$ cat config.mk
export PLATFORM = sky130hd
export DESIGN_NAME = sev_seg_reader
export DESIGN_NICKNAME = d
export VERILOG_FILES = /design/src/rtl/sev_seg_reader.sv
export SDC_FILE = /design/constraint.sdc
export NUM_CORES = 1
export LEC_CHECK = 0
export BUFFER_PORTS_ARGS = -buffer_cell sky130_fd_sc_hd__buf_4
export CAP_MARGIN = 20
export CORE_ASPECT_RATIO = 0.7
export CORE_UTILIZATION = 50
export CTS_BUF_LIST = sky130_fd_sc_hd__clkbuf_4
export CTS_CLUSTER_DIAMETER = 150
export DETAILED_ROUTE_END_ITERATION = 8
export PLACE_DENSITY = 0.74
export SYNTH_ARGS = -nofsm -noshare
export SYNTH_HDL_FRONTEND = slang
export SYNTH_SLANG_ARGS = --single-unit
export TNS_END_PERCENT = 100
$ cat constraint.sdc
create_clock -name clk -period 4.1 [get_ports clk]
set_input_delay 0.615 -clock clk [delete_from_list [all_inputs] [get_ports clk]]
set_output_delay 0.615 -clock clk [all_outputs]
set_load 0.03 [all_outputs]
$ cat src/rtl/sev_seg_reader.sv
// sev_seg_reader
// Watches a multiplexed, active-low seven-segment display bus and recovers,
// for each digit, the hex nibble and decimal point being shown. Patterns that
// are not one of the 16 hex glyphs are flagged as errors; all-dark patterns
// are flagged as blank.
//
// Ports:
//   clk, rst_n  clock and asynchronous active-low reset
//   seg_n       segment lines a..g on bits 0..6, active-low
//   dp_n        decimal point line, active-low
//   dig_n       per-digit enables, active-low, bit i selects digit i
//   hex_out     recovered nibbles, digit i at [4i+3:4i]
//   dp_out      recovered decimal points, 1 = lit
//   valid       digit holds a fresh, legal glyph
//   err         last commit to the digit was an illegal pattern
//   blank       last commit to the digit had all segments dark
//   upd         one-cycle pulse on every commit
//   upd_idx     digit index of the commit signalled by upd
module sev_seg_reader #(
  parameter int NUM_DIGITS  = 4,
  parameter int STABLE_CYC  = 4,
  parameter int TIMEOUT_CYC = 1024,
  localparam int IDX_W = (NUM_DIGITS > 1) ? $clog2(NUM_DIGITS) : 1
) (
  input  logic                    clk,
  input  logic                    rst_n,
  input  logic [6:0]              seg_n,
  input  logic                    dp_n,
  input  logic [NUM_DIGITS-1:0]   dig_n,
  output logic [4*NUM_DIGITS-1:0] hex_out,
  output logic [NUM_DIGITS-1:0]   dp_out,
  output logic [NUM_DIGITS-1:0]   valid,
  output logic [NUM_DIGITS-1:0]   err,
  output logic [NUM_DIGITS-1:0]   blank,
  output logic                    upd,
  output logic [IDX_W-1:0]        upd_idx
);

  localparam int CNT_W = $clog2(STABLE_CYC + 1);
  localparam int TO_W  = $clog2(TIMEOUT_CYC + 1);

  typedef enum logic [1:0] {IDLE, COUNT, HELD} state_t;

  logic [6:0]            seg_s1, seg_s2;
  logic                  dp_s1, dp_s2;
  logic [NUM_DIGITS-1:0] dig_s1, dig_s2;

  logic [6:0]            lit;
  logic                  dpl;
  logic [NUM_DIGITS-1:0] en;

  state_t                state;
  logic [CNT_W-1:0]      cnt;
  logic [IDX_W-1:0]      lat_idx;
  logic [6:0]            lat_lit;
  logic                  lat_dpl;
  logic [TO_W-1:0]       to_cnt [NUM_DIGITS];

  logic                  one_hot;
  logic [IDX_W-1:0]      cur_idx;
  logic [3:0]            glyph_nib;
  logic                  glyph_ok;
  logic                  glyph_blank;
  logic                  same;
  logic                  do_latch;
  logic                  do_inc;
  logic [CNT_W-1:0]      cnt_next;
  logic                  commit;

  // Two-flop synchronizers; everything downstream sees only the *_s2 copies.
  always_ff @(posedge clk or negedge rst_n) begin
    if (!rst_n) begin
      seg_s1 <= '0;
      seg_s2 <= '0;
      dp_s1  <= 1'b0;
      dp_s2  <= 1'b0;
      dig_s1 <= '0;
      dig_s2 <= '0;
    end else begin
      seg_s1 <= seg_n;
      seg_s2 <= seg_s1;
      dp_s1  <= dp_n;
      dp_s2  <= dp_s1;
      dig_s1 <= dig_n;
      dig_s2 <= dig_s1;
    end
  end

  assign lit = ~seg_s2;
  assign dpl = ~dp_s2;
  assign en  = ~dig_s2;

  // Glyph decode of the current lit pattern (bits g..a).
  always_comb begin
    glyph_ok  = 1'b1;
    glyph_nib = 4'h0;
    case (lit)
      7'h3F: glyph_nib = 4'h0;
      7'h06: glyph_nib = 4'h1;
      7'h5B: glyph_nib = 4'h2;
      7'h4F: glyph_nib = 4'h3;
      7'h66: glyph_nib = 4'h4;
      7'h6D: glyph_nib = 4'h5;
      7'h7D: glyph_nib = 4'h6;
      7'h07: glyph_nib = 4'h7;
      7'h7F: glyph_nib = 4'h8;
      7'h67: glyph_nib = 4'h9;
      7'h77: glyph_nib = 4'hA;
      7'h7C: glyph_nib = 4'hB;
      7'h39: glyph_nib = 4'hC;
      7'h5E: glyph_nib = 4'hD;
      7'h79: glyph_nib = 4'hE;
      7'h71: glyph_nib = 4'hF;
      default: glyph_ok = 1'b0;
    endcase
    glyph_blank = (lit == 7'h00);
  end

  // Active digit index and the latch/increment/commit decision. A commit
  // happens on the edge where the stability count would reach STABLE_CYC,
  // which with STABLE_CYC=1 is the latching edge itself.
  always_comb begin
    one_hot = $onehot(en);
    cur_idx = '0;
    for (int i = 0; i < NUM_DIGITS; i++) begin
      if (en[i]) cur_idx = IDX_W'(i);
    end
    same     = (cur_idx == lat_idx) && (lit == lat_lit) && (dpl == lat_dpl);
    do_latch = one_hot && ((state == IDLE) || !same);
    do_inc   = one_hot && (state == COUNT) && same;
    cnt_next = do_latch ? CNT_W'(1) : cnt + CNT_W'(1);
    commit   = (do_latch || do_inc) && (cnt_next == CNT_W'(STABLE_CYC));
  end

  // Stability FSM, per-digit result registers and timeout counters.
  // A commit to a digit takes priority over its timeout expiring.
  always_ff @(posedge clk or negedge rst_n) begin
    if (!rst_n) begin
      state   <= IDLE;
      cnt     <= '0;
      lat_idx <= '0;
      lat_lit <= '0;
      lat_dpl <= 1'b0;
      hex_out <= '0;
      dp_out  <= '0;
      valid   <= '0;
      err     <= '0;
      blank   <= '0;
      upd     <= 1'b0;
      upd_idx <= '0;
      for (int i = 0; i < NUM_DIGITS; i++) to_cnt[i] <= '0;
    end else begin
      if (!one_hot) begin
        state <= IDLE;
        cnt   <= '0;
      end else if (do_latch) begin
        lat_idx <= cur_idx;
        lat_lit <= lit;
        lat_dpl <= dpl;
        cnt     <= cnt_next;
        state   <= commit ? HELD : COUNT;
      end else if (do_inc) begin
        cnt   <= cnt_next;
        state <= commit ? HELD : COUNT;
      end

      upd <= commit;
      if (commit) upd_idx <= cur_idx;

      for (int i = 0; i < NUM_DIGITS; i++) begin
        if (commit && (cur_idx == IDX_W'(i))) begin
          to_cnt[i] <= '0;
          dp_out[i] <= dpl;
          if (glyph_ok) begin
            hex_out[4*i +: 4] <= glyph_nib;
            valid[i] <= 1'b1;
            err[i]   <= 1'b0;
            blank[i] <= 1'b0;
          end else if (glyph_blank) begin
            valid[i] <= 1'b0;
            err[i]   <= 1'b0;
            blank[i] <= 1'b1;
          end else begin
            valid[i] <= 1'b0;
            err[i]   <= 1'b1;
            blank[i] <= 1'b0;
          end
        end else begin
          if (to_cnt[i] != TO_W'(TIMEOUT_CYC)) to_cnt[i] <= to_cnt[i] + TO_W'(1);
          if (to_cnt[i] == TO_W'(TIMEOUT_CYC - 1)) valid[i] <= 1'b0;
        end
      end
    end
  end

endmodule

Word-level counts from Yosys, hierarchy flattened

Index checks and enable logic that the tools add are counted.

Input bits: 14
Register bits: 118
Word-level logic and storage cells: 146
Output and inout port bits: 35

Multiplexer cells: 34
Bitwise gates (word level): 3
Eq/ne operators: 34
$add $sub $neg: 8
Reduce and logical (&&, ||, !) cells: 30

Operators by type and width:

| cell                                             | count |
|---|---|
| two-way mux 11 bit                               | 8 |
| == test 7 bit (second input constant)            | 12 |
| one-hot mux 4 bit (15 select lines)              | 1 |
| adder 11 x 1 -> 11 bit (second input constant)   | 4 |
| == test 11 x 10 -> 1 bit (second input constant) | 4 |
| inequality test 11 bit (second input constant)   | 4 |
| nonzero test 2 bit                               | 8 |
| OR reduction 16 bit                              | 1 |
| two-way mux 1 bit                                | 15 |
| == test 7 x 3 -> 1 bit (second input constant)   | 2 |
| == test 7 x 6 -> 1 bit (second input constant)   | 2 |
| two-way mux 2 bit                                | 6 |
| two-way mux 3 bit                                | 4 |
| logical AND 1 bit                                | 10 |
| AND reduction 2 bit                              | 5 |
| == test 7 bit                                    | 1 |
| logical NOT 7 bit                                | 1 |
| inverter 7 bit                                   | 1 |
| adder 1 x 1 -> 2 bit                             | 2 |
| == test 2 x 1 -> 1 bit (second input constant)   | 2 |
| == test 2 bit (second input constant)            | 2 |
| logical NOT 2 bit                                | 2 |
| inverter 4 bit                                   | 1 |
| adder 2 x 2 -> 3 bit                             | 1 |
| 9 further kinds                                  | 10 |

Logic depth before layout (Yosys ltp)

Depth after elaboration: 17
Mapped depth: 13
Depth with buffers taken out: 10

Worst setup path after synthesis

OpenSTA, ideal clock, no wires.

Path type: reg2reg
From: reg dig_s2[1]
To: reg dp_out[1]
Arrival time: 3.083 ns
Library setup time: 0.122 ns
Buffers on the path: 3
Period minus slack after synthesis: 3.205 ns
Setup slack: 0.895 ns
Stages on the path, launching flop included: 14
Data required time: 3.978 ns
Path through: dfrtp_1 > fa_1 > inv_1 > ha_1 > ha_1 > or3b_1 > clkbuf_1 > nor4_4 > nand4_4 > or3_1 > buf_6 > buf_8 > nand2_1 > o21ai_2

Word-level cells in the longest chain between the ends: 14
Elaborated cells between the ends (all ways): 21
Those cells by class: add/sub (2); eq/ne (4); mux (4); bitwise (1); reduce/logical (10)

Ends and longest elaborated chain:

| element                         | RTL line | source |
|---|---|---|
| from (decl)                     | 46       | `logic [NUM_DIGITS-1:0] dig_s1, dig_s2;` |
| from (signal assigned)          | 85       | `dig_s2 <= dig_s1;` |
| inverter 4 bit (*)              | 91       | `assign en = ~dig_s2;` |
| two-way mux 1 bit               | 126      | `if (en[i]) cur_idx = IDX_W'(i);` |
| two-way mux 2 bit (2 in series) | 126      |  |
| == test 2 bit                   | 128      | `same = (cur_idx == lat_idx) && (lit == lat_lit) && (dpl == lat_dpl);` |
| logical AND 1 bit (2 in series) | 128      |  |
| logical NOT 1 bit               | 129      | `do_latch = one_hot && ((state == IDLE) \|\| !same);` |
| logical OR 1 bit                | 129      |  |
| logical AND 1 bit               | 129      |  |
| two-way mux 3 bit               | 131      | `cnt_next = do_latch ? CNT_W'(1) : cnt + CNT_W'(1);` |
| == test 3 bit                   | 132      | `commit = (do_latch \|\| do_inc) && (cnt_next == CNT_W'(STABLE_CYC));` |
| logical AND 1 bit               | 132      |  |
| logical AND 1 bit (*)           | 171      | `if (commit && (cur_idx == IDX_W'(i))) begin` |
| to (signal, indexed assignment) | 173      | `dp_out[i] <= dpl;` |
| to (decl)                       | 31       | `output logic [NUM_DIGITS-1:0] dp_out,` |

Mark *: on every way between the ends. The rest lies on a longest branch, timed or not.
A chain may end at the register's enable or synchronous reset.

Worst setup path after layout

From: reg dig_s2[3]
To: reg hex_out[4]

Word-level cells in the longest chain between the ends: 13
Elaborated cells between the ends (all ways): 20
Those cells by class: add/sub (2); eq/ne (4); mux (2); bitwise (1); reduce/logical (11)

Ends and longest elaborated chain:

| element                                                       | RTL line | source |
|---|---|---|
| inverter 4 bit (*)                                            | 91       |  |
| branches (longest 10 deep; another with adder 2 x 2 -> 3 bit) | --       |  |
| logical AND 1 bit (*)                                         | 171      |  |
| AND reduction 2 bit (no source line) (*)                      | --       |  |
| to (signal, indexed assignment)                               | 175      | `hex_out[4*i +: 4] <= glyph_nib;` |
| to (decl)                                                     | 30       | `output logic [4*NUM_DIGITS-1:0] hex_out,` |

Mark *: on every way between the ends.

==> results.md <==
* Maximum fanout along the worst path at 16
* Crit path kind: flip-flop to flip-flop
* Die Y at 88.3 um
* Count leader, synth: dfrtp_1
* Failing checks: design-rule violations
* DRC at 4
* Synth top cells by count: 118 x dfrtp_1, 65 x nor2_1, 55 x o21ai_0, 47 x nand2_1, 28 x nand3_1
* Synth area leaders: dfrtp_1 55%, o21ai_0 5.2%, nor2_1 4.6%, xnor2_1 3.8%, xor2_1 3.8%
* Core Rows at 31
* P&R area growth vs syn at 13.6%
* Worst r2r dst: hex_out[4]$_DFFE_PN0P_
* # setup viols final at 0
* Hold Path Class: input port to flip-flop
* Antenna violations before repair at 0
* Slew headroom at 36.3%
* Cell depth of the worst flop-to-flop path at 10
* Post-route cell area at 6050 um^2
* Fillers at 887
* DRT Wirelength at 10100 um
* Worst skew pair latency at 510 ps
* Overflow after GRT at 0
* Hold Violations, Final at 0
* Outcome: finished, violations left
* Wire length per cell at 14.3 um
* Fraction of layout cells with a size suffix above 1 at 18.0%
* Initial DRC Count at 306
* Synthesized cell area at 5330 um^2
* R2r setup slk at 550 ps
* Post-synth EDFFs at 0
* Core area at 10400 um^2
* Hpwl dp at 7030 um
* Pleak at 2.79 nW
* Hold path cells at 1
* Number of global-route vias before repair at 3504
* Worst clock skew at 19.4 ps
* Worst path required time at 4470 ps
* HP Start: dig_n[0]
* First drt pass iteration count at 7
* Root Driver: clkbuf_4
* Post-synth ARST share at 100%
* Hold EP: dig_s1[0]$_DFF_PN0_
* Max-slew violation count at 0
* Syn Inst Count at ~520
* Via-per-instance ratio at 5.31
* Post-route ant nets at 0
* Dominant cell type by area after synthesis: dfrtp_1
* Worst Tran Pin Value at about 960 ps
* DP Area at 5760 um^2
* Chip Width at between 100 and 150 um
* Setup TNS at 0 ps
* First-pass GRT wire length at 17100 um
* Nets at 591
* Resized cells post-CTS at 0
* Post-synthesis cell type count at 53
* Startpoint Class: flip-flop
* Peak VDD IR at about 0.23 mV
* Clock buffer depth at 2
* Post-CTS Setup Repair Bufs at 0
* Die area at between 10000 and 15000 um^2
* R2r startpoint: dig_s2[3]$_DFF_PN0_
* Initial Util at 51.4%
* H-tree depth at 4
* CTS buffer count at 17
* TritonCTS clock tree: done
* RSZ-0062 raised after global routing: false
* Largest net degree at the start of global routing at a little under 80
* Overall Global Routing Usage at 20.0%
* Post-synthesis sequential area ratio at 55.5%
* Syn nets at approximately 540
* Clock transition at path regs at approximately 110 ps
* Hold-fix buffers at CTS at 0
* Global placer's final weighted congestion at 0.860
* Worst Setup End Kind: flip-flop
* Period utilization at 86.6%
* Top FF cell, synth: dfrtp_1
* Top cell type's share of synthesized area at 55.5%
* Clk sink count at about 120
* Ports at 49
* Inserted Diodes at 0
* Worst Path Arrival at ~3900 ps
* Max frequency at 282 MHz
* Core Util, Final at 58.4%
* Tmin final at roughly 3600 ps
* Max Cap Violations at 0
* Quantity of I/O buffers inserted on ports at 48
* Synth Register Bits at 118
* Synth Warn # at 0
* Via count of the routed design at 3772
* Syn Area/Cell at approximately 10 um^2
* Total power at 2.31 mW
* Pwr dens at 382 nW/um^2
## cells by family (layout without fill, tap and decap cells)
group           after synthesis  after routing  share of synthesized area, %
fa+ha+maj                    12             12                          2.96
compound gates               88             88                          9.23
mux                           6              6                          1.25
flops                       118            118                          55.5
buf+inv                      42            102                          3.71
xor+xnor                     46             46                          7.57
simple gates                206            206                          19.8
## metrics by stage
step	hold WS (ps)	setup WS (ps)	std cells
after floorplan	319	895	518
after global placement	333	666	678
after detailed placement	336	527	678
after CTS	165	516	710
after global routing	152	236	710
final	207	549	710
## how the worst max path moves through the flow
stage | startpoint | endpoint | slack (ps)
final | dig_s2[3]$_DFF_PN0_ | hex_out[4]$_DFFE_PN0P_ | 550
after detailed placement | dig_s2[3]$_DFF_PN0_ | hex_out[4]$_DFFE_PN0P_ | 530
after global routing | dig_s2[3]$_DFF_PN0_ | hex_out[9]$_DFFE_PN0P_ | 240
after floorplan | dig_s2[1]$_DFF_PN0_ | dp_out[1]$_DFFE_PN0P_ | 900
after CTS | dig_s2[3]$_DFF_PN0_ | hex_out[4]$_DFFE_PN0P_ | 520
after global placement | dig_s2[3]$_DFF_PN0_ | hex_out[7]$_DFFE_PN0P_ | 670
## metal layers
| metal | up-vias | routed length [um] | global-route usage (%) |
|---|---|---|---|
| li1 | 1855 | - | - |
| met1 | 1832 | 5050 | 28.0 |
| met2 | 77 | 4580 | 30.2 |
| met3 | 8 | 431 | 5.80 |
| met4 | 0 | 87 | 6.87 |
| met5 | - | 0 | 0 |
## power by group
part	switching, mW	internal, mW
combinational	0.107	0.0851
sequential	0.0535	1.22
clock	0.412	0.433
## state kept, by name, indices dropped and copies added, names as in the netlist, 2 cells and up
signal and count:
seg_s1 7, to_cnt 44, seg_s2 7, dp_out 4
blank 4, hex_out 16, valid 4, lat_idx 2
dig_s1 4, upd_idx 2, dig_s2 4, err 4
state 2, lat_lit 7, cnt 3
## critical path, stage by stage, from the launching register on
cell,delay (ps)
dfrtp_1,480
fa_1,510
inv_1,40
ha_1,170
ha_1,260
or3b_1,500
nor4_4,330
nand4_4,200
or3_1,590
o21ai_0,250
o21ai_1,90
## layout make-up
class	instances	area [um^2]	share of cell area, %
inverters	16	60.1	0.993
flip-flops and latches	118	2950	48.8
multi-input cells	358	2180	36.0
repair buffers	54	405	6.70
clock inverters	12	135	2.23
well taps	132	165	2.73
clock buffers	20	150	2.48
## placed cells by master, fill, tap and decap left out, types with 11 or more instances in the layout
master / count
dfrtp_1: 118
nor2_1: 65
o21ai_0: 55
buf_4: 54
nand2_1: 47
nand3_1: 28
xnor2_1: 23
xor2_1: 23
clkbuf_4: 20
inv_1: 16
a21oi_1: 14
and3_1: 12
ha_1: 11
No activity file was read; power rests on OpenSTA's default activity.
